==> config.mk <==
export PLATFORM = sky130hd
export DESIGN_NAME = pattern_window
export DESIGN_NICKNAME = d
export VERILOG_FILES = /design/src/rtl/pattern_window.sv
export SDC_FILE = /design/constraint.sdc
export NUM_CORES = 1
export LEC_CHECK = 0
export ABC_AREA = 1
export CAP_MARGIN = 20
export CELL_PAD_IN_SITES_DETAIL_PLACEMENT = 2
export CELL_PAD_IN_SITES_GLOBAL_PLACEMENT = 2
export CORE_AREA = 10 10 47 49
export DETAILED_ROUTE_END_ITERATION = 8
export DIE_AREA = 0 0 57 59
export PLACE_DENSITY = 0.74
export SLEW_MARGIN = 40
export SYNTH_ARGS = -nofsm -noshare
export SYNTH_HDL_FRONTEND = slang
export SYNTH_SLANG_ARGS = --single-unit
==> constraint.sdc <==
create_clock -name clk -period 1.3 [get_ports clk]
set_input_delay 0.13 -clock clk [delete_from_list [all_inputs] [get_ports clk]]
set_output_delay 0.13 -clock clk [all_outputs]
set_load 0.05 [all_outputs]
==> src/rtl/pattern_window.sv <==
// Receive window: shift register of the most recent PAT_LEN bits plus a fill
// counter; hit_c reports a full-window match including the bit arriving now.
module pattern_window #(
    parameter int unsigned         PAT_LEN = 4,
    parameter logic [PAT_LEN-1:0]  PATTERN = '0
) (
    input  logic clk,
    input  logic rst,
    input  logic din,
    input  logic din_valid,
    output logic hit_c
);

    localparam int unsigned FILL_W = $clog2(PAT_LEN + 1);

    logic [PAT_LEN-1:0] sr;
    logic [PAT_LEN-1:0] sr_nxt;
    logic [FILL_W-1:0]  fill;
    logic [FILL_W-1:0]  fill_nxt;

    // Look-ahead window so decisions see the bit accepted on this edge.
    always_comb begin
        sr_nxt   = PAT_LEN'({sr, din});
        fill_nxt = (fill == FILL_W'(PAT_LEN)) ? fill : fill + FILL_W'(1);
        hit_c    = din_valid && (sr_nxt == PATTERN) && (fill_nxt == FILL_W'(PAT_LEN));
    end

    always_ff @(posedge clk) begin
        if (rst) begin
            sr   <= '0;
            fill <= '0;
        end else if (din_valid) begin
            sr   <= sr_nxt;
            fill <= fill_nxt;
        end
    end

endmodule

# Word-level counts from Yosys, hierarchy flattened
# Index checks and enable logic that the tools add are counted.
totals:
  reg_bits: 6
  latchBits: 0
  ramBits: 0
  rom_bits: 0
  input_bits: 4
  wordCells: 9
  memories: 0
classes:
  addsub: 1
  n_mul: 0
  div_mod_pow: 0
  n_lt_le_gt_ge: 0
  n_eq_ne: 2
  shifts: 0
  mux: 1
  bitwise: 0
  n_reduce_logical: 3
ops:
  columns: ["cell", "count"]
  rows:
  - ["$eq 3x3->1 const B", 2]
  - ["$logic_not 4->1", 1]
  - ["$add 3x1->3 const B", 1]
  - ["$mux 3", 1]
  - ["$logic_and 1x1->1", 2]

# Depth between registers and ports, before layout
logic_depth:
  word_depth: 4
  ltp_mapped: 8
  depth_no_buf: 8

# Worst setup path after synthesis
# Ideal clock, no wire load.
synth_timing:
  path_type: "register -> output"
  startpoint: "register fill[0]"
  endpoint: "output port hit_c"
  arrival_ps: 1583
  t_required_ps: 1170
  setup_slack_ps: -413
  path_stages_with_launch: 8
  path_cell_list: "dfxtp_1 > inv_1 > ha_1 > nor2_1 > nand2_1 > nor2_1 > nand2_1 > nor2_1"
synth_via:
  elab_chain_len: 4
synth_lines:
  columns: ["element", "line_no", "rtl"]
  rows:
  - ["start, declared", "18", "logic [FILL_W-1:0] fill;"]
  - ["start signal, assigned", "34", "fill <= fill_nxt;"]
  - ["$add 3x1->3 / $eq 3x3->1 (equally long branches)", "24", "fill_nxt = (fill == FILL_W'(PAT_LEN)) ? fill : fill + FILL_W'(1);"]
  - ["$mux 3 *", "24", null]
  - ["net fill_nxt[1]", "19", "logic [FILL_W-1:0] fill_nxt;"]
  - ["$eq 3x3->1 *", "25", "hit_c = din_valid && (sr_nxt == PATTERN) && (fill_nxt == FILL_W'(PAT_LEN));"]
  - ["$logic_and 1x1->1 *", "25", null]
  - ["end, declared", "11", "output logic hit_c"]
# Mark *: on every way through the listed nets, which the timed path passes. The rest lies on a longest branch.

# Final worst setup path
# Ends and elaborated chain as after synthesis.

==> run metrics <==
DR vias=330; maximum number of pins on one net before global-route repair=8; NumNets Final=66; Reg2Reg Depth=6; crit path max fanout=2; drt total wl=872 µm; CTS buffer count=3; Post-synth top cells=10 x nand2_1, 6 x dfxtp_1, 6 x inv_1, 6 x nor2_1, 3 x a21oi_1; die width=between 50 and 60 µm; num ports=5; Final period util=118%; final hold violation count=0; power density over cell area=approximately 1000 mW/mm²; sw power=0.133 mW; Detailed Route Iter0 Violations=3; crit path to=hit_c; worst setup path start=fill[0]$_SDFFE_PP0P_; peak supply drop=about 0.44 mV; DP Worst Slack=-0.0612 ns; Fill cells=175; initial antenna violation count=0; r2r setup slk=0.23 ns; commonest register cell after synthesis=dfxtp_1; r2r startpoint=fill[0]$_SDFFE_PP0P_; GPL Wtd Cong=0.633; Area growth syn-to-layout=58.4%; Vias/cell=between 4 and 5; syn avg cell area=7.07 µm²; wire per inst=11.8 µm; final worst clock skew=~0.0029 ns; min Tclk post-route=1.54 ns; Syn. warnings=0; Flop pwr share=41.1%; Rows=14; first drt pass iteration count=4; Max Buffers Root-to-Sink=2; CP Class=reg2out; post-route worst setup slack=-0.239 ns; Sw Ratio=between 20% and 30%; Comb power frac=22.4%; post-route core utilization=between 30% and 40%; core footprint=0.00140 mm²; data arrival time of the worst path=1.41 ns; required time worst endpoint=around 1.2 ns; Reg2Reg Capture Point=fill[2]$_SDFFE_PP0P_; die area=about 0.0034 mm²; Synth Instances=43; Synth cell types=14; status=finished, violations left; Post-synth EDFFs=0; port bufs=4; first-pass GRT wire length=1680 µm; CP Capture Type=output port; internal power component=~0.36 mW; CTS tree=done; Finish-stage setup viols=1; RSZ-0062 raised after global routing=yes; GRT Overall Usage=between 6 and 7%; fmax=650 MHz; residual DRC count=0; ant diodes=0; syn_nets=around 50; top-count cell post-synth=nand2_1; Leakage=approximately 0.21 nW; ys async rst share=0%; Die Height=59 µm; dpl hpwl=699 µm; vias in the first global route=387; largest cells by area after synthesis=dfxtp_1 40%, nand2_1 12%, ha_1 8.2%; grt ovf=0; Worst-Margin Slew=0.278 ns; failing checks=setup timing; CTS H-tree lvls=1; post-route ant nets=0; leading area contributor after synthesis=dfxtp_1; synthesized cell area=just over 300 µm²; layout cells sized above 1=about two fifths; root buf cell=clkbuf_4; Slew Viols, Final=0; Slew headroom=81.4%; min-delay worst type=in2reg; clock network power share=36.5%; Seq/Total Area, Yosys=39.5%; Yosys reg bits=6; Max Cap Viol=0; Starting Density=21.7%; Sink Count=6; area share of the largest cell type after synthesis=39.5%; Reg clk slew, reported paths=0.05 ns; CP Launch Type=flop; clk_lat worst skew=~0.25 ns
## state kept, by name (all words and copies together), names as in the netlist
register  cells
sr            3
fill          3
## layout by cell type, fill, tap and decap left out
cell type	instances
a21oi_2	1
dfxtp_1	4
o21ai_0	1
nand3_1	2
ha_4	1
dfxtp_2	2
clkbuf_4	3
or2_0	1
inv_1	4
inv_2	3
nor2_1	4
ha_1	1
buf_4	8
a211oi_1	2
nand2_1	10
nor2_2	2
nor2_4	1
a21oi_1	3
nand2_2	1
buf_12	1
clkdlybuf4s50_1	3
## layout make-up
type	instances	area, µm²	share of cell area, %
tap	16	20.0	4.16
timing repair buffer	12	110	22.9
sequential	6	123	25.5
multi-input combinational	30	180	37.4
inverter	7	26.3	5.45
clock buffer	3	22.5	4.68
## cells by family (layout without fill, tap and decap cells)
| logic type | count (synthesis) | in the layout | share of synthesized area (%) |
|---|---|---|---|
| AOI/OAI and AO/OA | 7 | 7 | 14.4 |
| adders and majority gates | 2 | 2 | 8.23 |
| buffers and inverters | 7 | 22 | 8.64 |
| DFF | 6 | 6 | 39.5 |
| and+or+nand+nor | 21 | 21 | 29.2 |
## critical path: stages (launching register included)
cell and delay [ns]:
dfxtp_2 0.33, inv_2 0.05, ha_4 0.23, nor2_2 0.07, nand2_1 0.05, nor2_1 0.09, nand2_1 0.09, nor2_4 0.11
buf_12 0.14
## power by group through the flow
stage / Sequential, mW / Combinational, mW / Clock (mW)
2_1_floorplan: 0.206 / 0.0502 / 0
3_3_place_gp: 0.206 / 0.0925 / 0
3_5_place_dp: 0.207 / 0.0995 / 0
4_1_cts: 0.203 / 0.113 / 0.189
5_1_grt: 0.204 / 0.128 / 0.205
6_report: 0.203 / 0.111 / 0.180
## worst min-delay path by stage
| stage | cells past startpoint | startpoint | end | slack, ns |
|---|---|---|---|---|
| 2_1_floorplan | 1 | rst | fill[2]$_SDFFE_PP0P_ | 0.19 |
| 3_3_place_gp | 2 | sr[2]$_SDFFE_PP0P_ | sr[2]$_SDFFE_PP0P_ | 0.45 |
| 3_5_place_dp | 2 | sr[2]$_SDFFE_PP0P_ | sr[2]$_SDFFE_PP0P_ | 0.46 |
| 4_1_cts | 3 | din | sr[0]$_SDFFE_PP0P_ | 0.46 |
| 6_report | 3 | din | sr[0]$_SDFFE_PP0P_ | 0.47 |
| 5_1_grt | 3 | din | sr[0]$_SDFFE_PP0P_ | 0.49 |
## layer usage
| metal | part of all wire [%] | up-vias | global-route usage [%] | wire length, µm |
|---|---|---|---|---|
| met1 | 45 | 153 | 6.83 | 394 |
| met5 | 0 | - | 0 | 0 |
| met3 | 2.5 | 4 | 1.93 | 22 |
| met4 | 3.6 | 0 | 5.03 | 31 |
| met2 | 49 | 6 | 10.5 | 424 |
| li1 | - | 167 | - | - |
## per-stage QoR
stage               area [µm²]  power (mW)  TNS [ns]  hold WS (ns)  cells
detailed placement         442       0.306   -0.0612         0.462     69
global placement           442       0.299   -0.0207         0.449     69
finish                     482       0.494    -0.239         0.467     74
global route               482       0.537    -0.361         0.488     74
CTS                        482       0.505    -0.275         0.463     74
floorplan                  327       0.256  -0.00838         0.192     43
## repair_timing
item | 4_1_cts | 5_1_grt
gates resized for setup | 1 | 0
hold endpoints to repair | 0 | 0
hold buffers | 0 | 0
setup buffers | 2 | 0
pin swaps | 6 | 1
setup endpoints to repair | 1 | 1
Note: power is estimated with default switching activity, not from simulation.
